$ cat src/rtl/nibble_serial_adder_ctrl_pkg.sv
// Constants and state encoding for the nibble-serial adder/subtractor.
package nibble_serial_adder_ctrl_pkg;

  localparam int unsigned NIBBLE_W = 4;

  typedef enum logic [1:0] {
    IDLE = 2'd0,
    RUN  = 2'd1,
    DONE = 2'd2
  } state_t;

endpackage

$ cat src/rtl/nibble_serial_adder_ctrl_adder4.sv
// 4-bit ripple adder with carry in/out; the only adder in the datapath.
module adder4 (
  input  logic [3:0] a,
  input  logic [3:0] b,
  input  logic       cin,
  output logic [3:0] sum,
  output logic       cout
);

  logic [4:0] full;

  always_comb begin
    full = {1'b0, a} + {1'b0, b} + {4'b0000, cin};
    sum  = full[3:0];
    cout = full[4];
  end

endmodule

$ cat src/rtl/nibble_serial_adder_ctrl.sv
// Nibble-serial add/subtract controller: one 4-bit adder time-shared over
// WIDTH/4 nibbles, LSB nibble first, with final carry and signed overflow.
module nibble_serial_adder_ctrl
  import nibble_serial_adder_ctrl_pkg::*;
#(
  parameter int unsigned WIDTH = 16
) (
  input  logic             clk,
  input  logic             rst,
  input  logic             start,
  input  logic             sub,
  input  logic [WIDTH-1:0] a,
  input  logic [WIDTH-1:0] b,
  output logic             busy,
  output logic             done,
  output logic [WIDTH-1:0] result,
  output logic             cout,
  output logic             ovf
);

  localparam int unsigned NIBBLES = WIDTH / NIBBLE_W;
  localparam int unsigned IDX_W   = (NIBBLES > 1) ? $clog2(NIBBLES) : 1;
  localparam logic [IDX_W-1:0] LAST_IDX = IDX_W'(NIBBLES - 1);

  state_t             state_q, state_d;
  logic [WIDTH-1:0]   a_q, a_d;
  logic [WIDTH-1:0]   b_q, b_d;
  logic               sub_q, sub_d;
  logic [IDX_W-1:0]   idx_q, idx_d;
  logic               carry_q, carry_d;
  logic [WIDTH-1:0]   result_q, result_d;
  logic               cout_q, cout_d;
  logic               ovf_q, ovf_d;

  logic [NIBBLE_W-1:0] nib_a;
  logic [NIBBLE_W-1:0] nib_b;
  logic [NIBBLE_W-1:0] nib_sum;
  logic                nib_cout;
  logic                carry_into_msb;

  // Subtraction is A + ~B + 1: B is inverted here and the +1 comes from carry_q.
  always_comb begin
    nib_a = a_q[idx_q*NIBBLE_W +: NIBBLE_W];
    nib_b = b_q[idx_q*NIBBLE_W +: NIBBLE_W] ^ {NIBBLE_W{sub_q}};
  end

  adder4 u_adder4 (
    .a    (nib_a),
    .b    (nib_b),
    .cin  (carry_q),
    .sum  (nib_sum),
    .cout (nib_cout)
  );

  // Carry into the nibble's top bit, recovered from its sum bit.
  assign carry_into_msb = nib_sum[NIBBLE_W-1] ^ nib_a[NIBBLE_W-1] ^ nib_b[NIBBLE_W-1];

  always_comb begin
    state_d  = state_q;
    a_d      = a_q;
    b_d      = b_q;
    sub_d    = sub_q;
    idx_d    = idx_q;
    carry_d  = carry_q;
    result_d = result_q;
    cout_d   = cout_q;
    ovf_d    = ovf_q;
    case (state_q)
      IDLE: begin
        if (start) begin
          a_d     = a;
          b_d     = b;
          sub_d   = sub;
          idx_d   = '0;
          carry_d = sub;
          state_d = RUN;
        end
      end
      RUN: begin
        result_d[idx_q*NIBBLE_W +: NIBBLE_W] = nib_sum;
        carry_d = nib_cout;
        idx_d   = idx_q + 1'b1;
        if (idx_q == LAST_IDX) begin
          idx_d   = '0;
          cout_d  = nib_cout;
          ovf_d   = carry_into_msb ^ nib_cout;
          state_d = DONE;
        end
      end
      DONE:    state_d = IDLE;
      default: state_d = IDLE;
    endcase
  end

  always_ff @(posedge clk) begin
    if (rst) begin
      state_q  <= IDLE;
      a_q      <= '0;
      b_q      <= '0;
      sub_q    <= 1'b0;
      idx_q    <= '0;
      carry_q  <= 1'b0;
      result_q <= '0;
      cout_q   <= 1'b0;
      ovf_q    <= 1'b0;
    end else begin
      state_q  <= state_d;
      a_q      <= a_d;
      b_q      <= b_d;
      sub_q    <= sub_d;
      idx_q    <= idx_d;
      carry_q  <= carry_d;
      result_q <= result_d;
      cout_q   <= cout_d;
      ovf_q    <= ovf_d;
    end
  end

  assign busy   = (state_q != IDLE);
  assign done   = (state_q == DONE);
  assign result = result_q;
  assign cout   = cout_q;
  assign ovf    = ovf_q;

endmodule

$ cat config.mk
export PLATFORM = sky130hd
export DESIGN_NAME = nibble_serial_adder_ctrl
export DESIGN_NICKNAME = d
export VERILOG_FILES = /design/src/rtl/nibble_serial_adder_ctrl_pkg.sv /design/src/rtl/nibble_serial_adder_ctrl_adder4.sv /design/src/rtl/nibble_serial_adder_ctrl.sv
export SDC_FILE = /design/constraint.sdc
export NUM_CORES = 1
export LEC_CHECK = 0
export CAP_MARGIN = 10
export CORE_MARGIN = 2
export CORE_UTILIZATION = 29
export CTS_CLUSTER_SIZE = 12
export DETAILED_ROUTE_END_ITERATION = 8
export PLACE_DENSITY = 0.51
export SETUP_SLACK_MARGIN = 0.3
export SLEW_MARGIN = 40
export SYNTH_ARGS = -nofsm -noshare
export SYNTH_HDL_FRONTEND = slang
export SYNTH_SLANG_ARGS = --single-unit
$ cat constraint.sdc
create_clock -name clk -period 10.05 [get_ports clk]
set_input_delay 1.005 -clock clk [delete_from_list [all_inputs] [get_ports clk]]
set_output_delay 1.005 -clock clk [all_outputs]
set_load 0.1 [all_outputs]
# --- Word-level counts from Yosys, hierarchy flattened ---
# Index checks and enable logic that the tools add are counted.
classes:
  n_addsub: 4
  shifts: 4
  bitwise: 4
  n_mux: 9
  n_eq_ne: 5
  n_reduce_logical: 7
ops:
  columns: ["cell", "n"]
  rows:
  - ["$neg A4 Y34", 1]
  - ["$shift A4 B34 Y16 const A", 1]
  - ["$shiftx A4 B34 Y16", 1]
  - ["$shiftx A16 B5 Y4", 2]
  - ["$bwmux W16", 1]
  - ["$mux W2", 4]
  - ["$pmux W2 S2", 2]
  - ["$reduce_and A2 Y1", 4]
  - ["$add A4 B4 Y5", 1]
  - ["$add A5 B1 Y5", 1]
  - ["$eq A2 B2 Y1 const B", 2]
  - ["$ne A2 B2 Y1 const B", 2]
  - ["$reduce_bool A2 Y1", 2]
  - ["$xor A4 B4 Y4", 1]
  - ["$xor A1 B1 Y1", 3]
  - ["$add A2 B1 Y2 const B", 1]
  - ["$eq A2 B1 Y1 const B", 1]
  - ["$logic_not A2 Y1", 1]
  - ["$pmux W1 S2", 1]
  - ["$mux W1", 1]
totals:
  register_bits: 56
  out_inout_bits: 20

# --- Logic depth before layout (Yosys ltp) ---
# Gate-level depths: netlist of run 1.
depth:
  word_depth: 7
  depth_mapped: 12
  ltp_nobuf: 10

# --- By module ---
# Synthesis of run 1 repeated with hierarchy kept, for this count alone.
unflattened:
  cells_unflattened: 290
  hier_area_um2: 2526.2
by_module_without_submodules:
  columns: ["mod", "area_each_um2", "cells_per_inst", "seq_area_each_um2", "n_inst"]
  rows:
  - ["nibble_serial_adder_ctrl", 2382.3, 274, 1121.1, 1]
  - ["adder4", 143.9, 16, 0.0, 1]

# --- Worst setup path before layout of run 1 ---
# Ideal clock, no wire load.
synth_timing:
  path_type: "register to register"
  startpoint: "register idx_q[0]"
  endpoint: "register ovf_q, in the netlist ovf"
  path_stages_with_launch: 13
  required_ns: 9.970
  arrival_time_ns: 3.069
  period_less_slack_ns: 3.149
  slack_ns: 6.901
  setup_ns: 0.080
  path_cell_list: "dfxtp_1 > buf_6 > buf_2 > mux4_2 > xnor2_1 > fa_1 > fa_1 > nor2b_1 > o21ai_0 > nand2b_1 > xor2_1 > xnor3_1 > a211oi_2"
synth_via:
  elab_chain_cells: 7
synth_lines:
  columns: ["item", "line", "text"]
  rows:
  - ["start: declaration", "nibble_serial_adder_ctrl.sv:29", "logic [IDX_W-1:0] idx_q, idx_d;"]
  - ["start signal: assignment", "nibble_serial_adder_ctrl.sv:111", "idx_q <= idx_d;"]
  - ["$shiftx A16 B5 Y4", "nibble_serial_adder_ctrl.sv:44", "nib_b = b_q[idx_q*NIBBLE_W +: NIBBLE_W] ^ {NIBBLE_W{sub_q}};"]
  - ["$xor A4 B4 Y4", "nibble_serial_adder_ctrl.sv:44", null]
  - ["$add A4 B4 Y5", "nibble_serial_adder_ctrl_adder4.sv:13", "full = {1'b0, a} + {1'b0, b} + {4'b0000, cin};"]
  - ["$add A5 B1 Y5", "nibble_serial_adder_ctrl_adder4.sv:13", null]
  - ["$xor A1 B1 Y1 (2 in series)", "nibble_serial_adder_ctrl.sv:56", "assign carry_into_msb = nib_sum[NIBBLE_W-1] ^ nib_a[NIBBLE_W-1] ^ nib_b[NIBBLE_W-1];"]
  - ["$xor A1 B1 Y1", "nibble_serial_adder_ctrl.sv:86", "ovf_d = carry_into_msb ^ nib_cout;"]
  - ["end signal: assignment", "nibble_serial_adder_ctrl.sv:115", "ovf_q <= ovf_d;"]
  - ["end: declaration", "nibble_serial_adder_ctrl.sv:33", "logic ovf_q, ovf_d;"]
# Parallel ways exist; a longest one is shown, timed or not.
# A chain may end at the register's enable or synchronous reset.

# --- Final worst setup path of run 1 ---
# Same ends and word-level chain as after synthesis.

==> results of run 1 <==
synthesized netlist by cell type, types with 3 or more instances:
cell type	n
a21oi_1	44
a22oi_1	8
buf_2	4
clkbuf_1	13
dfxtp_1	56
ha_1	9
inv_1	9
mux4_2	6
nand2_1	74
nand2b_1	4
nor2_1	31
nor2b_1	4
xnor2_1	3
xor2_1	3
metrics by stage:
stage / power [mW] / utilization [%] / area [um2] / worst slack (ns) / std cells
after global placement: 0.335 / 37.4 / 3100 / 6.57 / 434
after CTS: 0.482 / 37.5 / 3110 / 6.45 / 442
after floorplan: 0.305 / - / 2500 / 6.90 / 292
after detailed placement: 0.335 / 36.2 / 3010 / 6.47 / 434
after global routing: 0.498 / 37.5 / 3120 / 6.56 / 442
final: 0.474 / 37.5 / 3120 / 6.79 / 442
layout make-up:
class,instances,area [um2]
tap,105,131
sequential,56,1120
clock buffer,6,72.6
clock inverter,2,35.0
inverter,9,33.8
fill,871,5180
multi-input combinational,209,1270
timing repair buffer,55,448
layer usage:
layer / wire length, um / share of wire (%) / up-vias
met5: 0 / 0 / -
met4: 22 / 0.40 / 0
met3: 220 / 4.0 / 2
met2: 2580 / 47 / 38
met1: 2720 / 49 / 925
li1: - / - / 1061
where the power goes:
group,total (mW),switching [mW],internal (mW)
clock network,0.145,0.0710,0.0741
registers,0.240,0.00811,0.232
logic,0.0888,0.0512,0.0376
total,0.474,0.130,0.344
flip-flops by register name, summed over array words and instances (netlist names):
signal   cells
a_q         16
b_q         16
carry_q      1
cout         1
idx_q        2
ovf          1
result      16
state_q      2
sub_q        1
worst min-delay path, delay by kind of cell (launching register included):
| family | cells | cell delay [ns] |
|---|---|---|
| compound gates | 1 | 0.05 |
| flops | 1 | 0.32 |
| simple gates | 1 | 0.05 |
cells by family after synthesis:
kind of cell / count (synthesis)
adders and majority gates: 11
AOI/OAI and AO/OA: 57
xor gates and xnor gates: 8
buffers and inverters: 27
and+or+nand+nor: 124
DFF: 56
muxes: 9
how the worst max path moves through the flow:
stage,startpoint,end,cells after the start
2_1_floorplan,idx_q[0],ovf,12
3_3_place_gp,idx_q[0],ovf,9
3_5_place_dp,idx_q[0],ovf,9
4_1_cts,idx_q[0],ovf,9
5_1_grt,idx_q[0],ovf,9
6_report,idx_q[0],ovf,9
==> run_summary.xml, run 1 <==
<?xml version="1.0" encoding="UTF-8"?>
<metrics>
  <group name="clock_network">
    <metric name="ctsLongestPathBuffers" unit="">2</metric>
    <metric name="cts_tree" unit="">built</metric>
    <metric name="tritoncts_num_sinks" unit="">56</metric>
    <metric name="buffer_type_at_the_clock_tree_root" unit="">clkbuf_8</metric>
    <metric name="cts.reportedPaths.clkPinSlew" unit="ns">0.10</metric>
    <metric name="post-cts-setup-buffers" unit="">0</metric>
    <metric name="ctsResizeCount" unit="">0</metric>
    <metric name="cts.hold.buffers_added" unit="">0</metric>
    <metric name="htree_num_levels" unit="">2</metric>
    <metric name="cts-buffers-inserted" unit="">5</metric>
    <metric name="clkLatencyLatePin" unit="ns">0.30</metric>
  </group>
  <group name="worst_setup_path">
    <metric name="r2r-end" unit="">ovf</metric>
    <metric name="arrival" unit="ns">3.49</metric>
    <metric name="end_kind" unit="">flop</metric>
    <metric name="path_common_cell" unit="">xnor2_1</metric>
    <metric name="rrSetupSlack" unit="ns">6.79</metric>
    <metric name="reg2reg_depth" unit="">9</metric>
    <metric name="worst_flop_to_flop_path_startpoint" unit="">idx_q[0]</metric>
    <metric name="cpLargestDelayFamily" unit="">XOR/XNOR gates</metric>
    <metric name="cp-start-kind" unit="">flop</metric>
    <metric name="critical-path-max-stage-delay" unit="ns">0.63</metric>
    <metric name="critPathKind" unit="">flop to flop</metric>
    <metric name="cp_num_buf_inv" unit="">1</metric>
    <metric name="timing.critical_path.cells" unit="">mux4_2, xnor2_1, fa_1, inv_1, a21o_1, a21oi_1, xnor2_1, xnor3_1, a211oi_2</metric>
    <metric name="critPathSlowestCell" unit="">dfxtp_2</metric>
    <metric name="crit_path_max_fanout" unit="">18</metric>
    <metric name="crit_required" unit="ns">10.28</metric>
  </group>
  <group name="drt">
    <metric name="vias_per_std_cell" unit="">4.58</metric>
    <metric name="drt-pass1-iter-count" unit="">4</metric>
    <metric name="drt_iter0_markers" unit="">85</metric>
    <metric name="routed-via-count" unit="">2026</metric>
    <metric name="drcViolationCount" unit="">0</metric>
    <metric name="drtAntennaViolNets" unit="">0</metric>
    <metric name="drt_wl_total" unit="mm">5.55</metric>
    <metric name="routed_wire_length_per_instance" unit="um">12.6</metric>
  </group>
  <group name="yosys">
    <metric name="synth_sequential_area_ratio" unit="%">44.8</metric>
    <metric name="postSynth.asyncResetShare" unit="%">0</metric>
    <metric name="yosys_warnings" unit="">0</metric>
    <metric name="synth_enable_flop_cells" unit="">0</metric>
    <metric name="synthesized_area_fraction_occupied_by_xor_and_xnor_cells" unit="%">3.65</metric>
    <metric name="synth.mux.area_fraction" unit="%">7.90</metric>
    <metric name="synth.net_count" unit="">339</metric>
    <metric name="netlist-cell-type-count" unit="">31</metric>
    <metric name="synth_adder_area_share" unit="%">6.10</metric>
    <metric name="syn-mean-instance-area" unit="um2">8.57</metric>
    <metric name="ys_top_cells_by_area" unit="">dfxtp_1, nand2_1, a21oi_1</metric>
    <metric name="synth.cell_area" unit="um2">2500</metric>
    <metric name="area_fraction_in_compound_gates_after_synthesis" unit="%">12.7</metric>
    <metric name="main_combinational_cell_family_by_area_after_synthesis" unit="">simple AND/OR/NAND/NOR gates</metric>
    <metric name="post-synth-top-area-fraction" unit="%">44.8</metric>
    <metric name="yosysTopAreaCell" unit="">dfxtp_1</metric>
    <metric name="flops_latches_synth" unit="">56</metric>
    <metric name="post_synth_and_or_nand_nor_area_fraction" unit="%">20.3</metric>
    <metric name="synth_ff_type" unit="">dfxtp_1</metric>
    <metric name="netlist_instances" unit="">292</metric>
  </group>
  <group name="final_layout">
    <metric name="layout.cells.most_common_list" unit="">nand2_1, dfxtp_1, a21oi_1, clkdlybuf4s50_1, nor2_1</metric>
    <metric name="final_layout_size_suffix_gt1_share" unit="%">11.6</metric>
    <metric name="num_antenna_cells" unit="">0</metric>
    <metric name="mostFrequentLayoutCell" unit="">nand2_1</metric>
    <metric name="finalNetCount" unit="">383</metric>
    <metric name="area.growth.synth_to_final" unit="%">24.4</metric>
  </group>
  <group name="grt">
    <metric name="grt_antenna_before_repair" unit="">0</metric>
    <metric name="grt-ovfl-total" unit="">0</metric>
    <metric name="grtUsageMet3" unit="%">2.96</metric>
    <metric name="globalRouteMet2Util" unit="%">19.1</metric>
    <metric name="gr-max-usage-layer" unit="">met2</metric>
    <metric name="maximum_number_of_pins_on_one_net_before_global_route_repair" unit="">57</metric>
    <metric name="grt_pass1_vias" unit="">1910</metric>
    <metric name="met1_usage" unit="%">16.1</metric>
    <metric name="grt_first_pass_wirelength" unit="mm">9.24</metric>
    <metric name="grt_util_all_layers" unit="%">11.8</metric>
  </group>
  <group name="floorplanning">
    <metric name="std_cell_rows" unit="">33</metric>
    <metric name="num_io_pins" unit="">56</metric>
    <metric name="die_y" unit="um">96.9</metric>
    <metric name="floorplan.initialDensity" unit="%">30.2</metric>
    <metric name="die_w" unit="um">96.9</metric>
    <metric name="dieArea" unit="um2">9390</metric>
    <metric name="core_area" unit="um2">8300</metric>
  </group>
  <group name="flow_run">
    <metric name="max_cap_viol_count" unit="">0</metric>
  </group>
  <group name="sta">
    <metric name="fmax" unit="MHz">306</metric>
    <metric name="final_hold_viol_count" unit="">0</metric>
    <metric name="hold_ws" unit="ns">0.458</metric>
    <metric name="min_period" unit="ns">3.26</metric>
    <metric name="slew-limit-headroom" unit="%">53.2</metric>
    <metric name="worstMarginPinSlew" unit="ns">0.700</metric>
    <metric name="finalSetupViolations" unit="">0</metric>
    <metric name="finalClockSkew" unit="ns">0.00790</metric>
    <metric name="layout_worst_path_cycle_share" unit="%">32.5</metric>
    <metric name="fin_setup_tns" unit="ns">0</metric>
    <metric name="rsz0062_at_grt" unit="">false</metric>
    <metric name="timing.final.max_slew_violations" unit="">0</metric>
  </group>
  <group name="placement">
    <metric name="routabilityCongestion" unit="">0.751</metric>
    <metric name="place_hpwl" unit="mm">3.95</metric>
    <metric name="port-buffer-count" unit="">55</metric>
  </group>
  <group name="power_and_ir_drop">
    <metric name="peakVddDrop" unit="V">0.0000512</metric>
    <metric name="power_density" unit="nW/um2">152</metric>
    <metric name="power.static_leakage" unit="nW">1.25</metric>
  </group>
  <group name="hold_path">
    <metric name="timing.hold.worst_endpoint" unit="">b_q[0]</metric>
    <metric name="timing.hold.worst.class" unit="">flop to flop</metric>
    <metric name="whs_path_depth" unit="">2</metric>
    <metric name="min-delay-start" unit="">b_q[0]</metric>
  </group>
  <group name="outcome">
    <metric name="outcome" unit="">finished, final reports clean</metric>
  </group>
</metrics>
Note: power is estimated with default switching activity, not from simulation.
==> run 2: changes to the inputs <==
==> constraint.sdc (replaced) <==
create_clock -name clk -period 3.14 [get_ports clk]
set_input_delay 0.314 -clock clk [delete_from_list [all_inputs] [get_ports clk]]
set_output_delay 0.314 -clock clk [all_outputs]
set_load 0.1 [all_outputs]
==> run_summary.xml, run 2 (synthesis results as in run 1) <==
<?xml version="1.0" encoding="UTF-8"?>
<metrics>
  <group name="clock_network">
    <metric name="htree_num_levels" unit="">2</metric>
    <metric name="cts-buffers-inserted" unit="">5</metric>
    <metric name="cts_tree" unit="">built</metric>
    <metric name="cts.reportedPaths.clkPinSlew" unit="ns">0.11</metric>
    <metric name="buffer_type_at_the_clock_tree_root" unit="">clkbuf_8</metric>
    <metric name="tritoncts_num_sinks" unit="">56</metric>
    <metric name="clkLatencyLatePin" unit="ns">0.31</metric>
    <metric name="cts.hold.buffers_added" unit="">0</metric>
    <metric name="ctsLongestPathBuffers" unit="">2</metric>
  </group>
  <group name="grt">
    <metric name="grt_first_pass_wirelength" unit="mm">9.64</metric>
    <metric name="grt_util_all_layers" unit="%">12.3</metric>
    <metric name="grt_antenna_before_repair" unit="">0</metric>
    <metric name="maximum_number_of_pins_on_one_net_before_global_route_repair" unit="">57</metric>
    <metric name="grt-ovfl-total" unit="">0</metric>
    <metric name="grt_pass1_vias" unit="">2032</metric>
  </group>
  <group name="hold_path">
    <metric name="timing.hold.worst_endpoint" unit="">b_q[10]</metric>
    <metric name="min-delay-start" unit="">b_q[10]</metric>
    <metric name="timing.hold.worst.class" unit="">flop to flop</metric>
    <metric name="whs_path_depth" unit="">2</metric>
  </group>
  <group name="floorplanning">
    <metric name="num_io_pins" unit="">56</metric>
    <metric name="std_cell_rows" unit="">33</metric>
    <metric name="floorplan.initialDensity" unit="%">30.2</metric>
    <metric name="die_w" unit="um">96.9</metric>
    <metric name="dieArea" unit="um2">9390</metric>
    <metric name="die_y" unit="um">96.9</metric>
    <metric name="core_area" unit="um2">8300</metric>
  </group>
  <group name="outcome">
    <metric name="outcome" unit="">finished, final reports clean</metric>
  </group>
  <group name="sta">
    <metric name="min_period" unit="ns">2.80</metric>
    <metric name="rsz0062_at_grt" unit="">true</metric>
    <metric name="fmax" unit="MHz">358</metric>
    <metric name="finalSetupViolations" unit="">0</metric>
    <metric name="fin_setup_tns" unit="ns">0</metric>
    <metric name="slew-limit-headroom" unit="%">61.7</metric>
    <metric name="final_hold_viol_count" unit="">0</metric>
    <metric name="worstMarginPinSlew" unit="ns">0.574</metric>
    <metric name="layout_worst_path_cycle_share" unit="%">89.1</metric>
    <metric name="finalClockSkew" unit="ns">0.0124</metric>
    <metric name="timing.final.max_slew_violations" unit="">0</metric>
  </group>
  <group name="drt">
    <metric name="drt_iter0_markers" unit="">55</metric>
    <metric name="drt_wl_total" unit="mm">5.59</metric>
    <metric name="vias_per_std_cell" unit="">4.60</metric>
    <metric name="routed_wire_length_per_instance" unit="um">12.3</metric>
    <metric name="drcViolationCount" unit="">0</metric>
    <metric name="drt-pass1-iter-count" unit="">4</metric>
    <metric name="routed-via-count" unit="">2089</metric>
    <metric name="drtAntennaViolNets" unit="">0</metric>
  </group>
  <group name="final_layout">
    <metric name="mostFrequentLayoutCell" unit="">nand2_1</metric>
    <metric name="area.growth.synth_to_final" unit="%">29.0</metric>
    <metric name="layout.cells.most_common_list" unit="">nand2_1, dfxtp_1, a21oi_1, clkdlybuf4s50_1, nor2_1</metric>
    <metric name="design_area" unit="um2">3230</metric>
    <metric name="finalNetCount" unit="">395</metric>
    <metric name="layout.core_utilization" unit="%">38.9</metric>
    <metric name="final_layout_size_suffix_gt1_share" unit="%">15.2</metric>
    <metric name="final_non_filler_cell_total" unit="">454</metric>
    <metric name="num_antenna_cells" unit="">0</metric>
  </group>
  <group name="worst_setup_path">
    <metric name="critPathKind" unit="">flop to flop</metric>
    <metric name="rrSetupSlack" unit="ns">0.34</metric>
    <metric name="cp-start-kind" unit="">flop</metric>
    <metric name="worst_flop_to_flop_path_startpoint" unit="">idx_q[0]</metric>
    <metric name="r2r-end" unit="">ovf</metric>
    <metric name="end_kind" unit="">flop</metric>
    <metric name="arrival" unit="ns">3.03</metric>
    <metric name="crit_required" unit="ns">3.38</metric>
    <metric name="crit_path_max_fanout" unit="">3</metric>
    <metric name="reg2reg_depth" unit="">10</metric>
  </group>
  <group name="placement">
    <metric name="postPlaceCellArea" unit="um2">3050</metric>
    <metric name="routabilityCongestion" unit="">0.764</metric>
    <metric name="place_hpwl" unit="mm">4.04</metric>
    <metric name="port-buffer-count" unit="">55</metric>
    <metric name="numPlacedInstances" unit="">439</metric>
  </group>
  <group name="flow_run">
    <metric name="max_cap_viol_count" unit="">0</metric>
  </group>
  <group name="power_and_ir_drop">
    <metric name="power_density" unit="nW/um2">480</metric>
    <metric name="peakVddDrop" unit="V">0.000202</metric>
    <metric name="power.static_leakage" unit="nW">1.31</metric>
  </group>
</metrics>
-- run 2: cell types whose count changed in the layout (fill, tap and decap cells not counted), moves of 2 or more --
cell	before	now
buf_2	20	18
buf_4	1	15
clkinv_4	0	2
fa_1	2	0
fa_2	0	2
-- run 2: repair_timing --
action | CTS | global route
pin swaps | 0 | 5
setup buffers | 3 | 4
gates resized for setup | 1 | 2
endpoints found under the setup margin | 1 | 1
-- run 2: worst max-delay path by stage --
| stage | start | endpoint | slack, ns |
|---|---|---|---|
| 6_report | idx_q[0] | ovf | 0.34 |
| 5_1_grt | idx_q[0] | ovf | 0.22 |
| 3_3_place_gp | idx_q[0] | ovf | 0.31 |
| 4_1_cts | idx_q[0] | ovf | 0.34 |
| 3_5_place_dp | idx_q[0] | ovf | 0.28 |
| 2_1_floorplan | idx_q[0] | ovf | 0.25 |
-- run 2: power by group --
part           switching [mW]  internal (mW)
clock network           0.240          0.241
registers              0.0187          0.743
logic                   0.171          0.140
total                   0.429           1.12
-- run 2: layout make-up --
| class | count | area [um2] |
|---|---|---|
| fillers | 859 | 5070 |
| multi-input cells | 209 | 1280 |
| flip-flops and latches | 56 | 1120 |
| repair buffers | 67 | 543 |
| well taps | 105 | 131 |
| clock buffers | 5 | 68.8 |
| clock inverters | 3 | 47.5 |
| inverters | 9 | 33.8 |
-- run 2: per-layer routing --
| metal | track usage [%] | vias up | wire length, um |
|---|---|---|---|
| met3 | 2.89 | 4 | 249 |
| met4 | 3.25 | 0 | 50 |
| li1 | - | 1082 | - |
| met5 | 0 | - | 0 |
| met2 | 20.3 | 42 | 2680 |
| met1 | 16.2 | 961 | 2620 |
-- run 2: stage by stage --
| step | setup slack, ns | power, mW | hold WS [ns] |
|---|---|---|---|
| after floorplan | 0.255 | 0.982 | 0.432 |
| after global placement | 0.310 | 1.08 | 0.443 |
| after detailed placement | 0.281 | 1.08 | 0.446 |
| after CTS | 0.337 | 1.57 | 0.462 |
| after global routing | 0.222 | 1.64 | 0.484 |
| final | 0.343 | 1.55 | 0.460 |
-- run 2: critical path: stages, from the launching register on --
cell and delay [ns]:
dfxtp_4 0.37, mux4_2 0.53, xnor2_2 0.17, fa_2 0.41, fa_2 0.36, nor2b_1 0.12, o21ai_1 0.07, nand2b_1 0.10
xor2_1 0.17, xnor3_1 0.24, a211oi_2 0.18
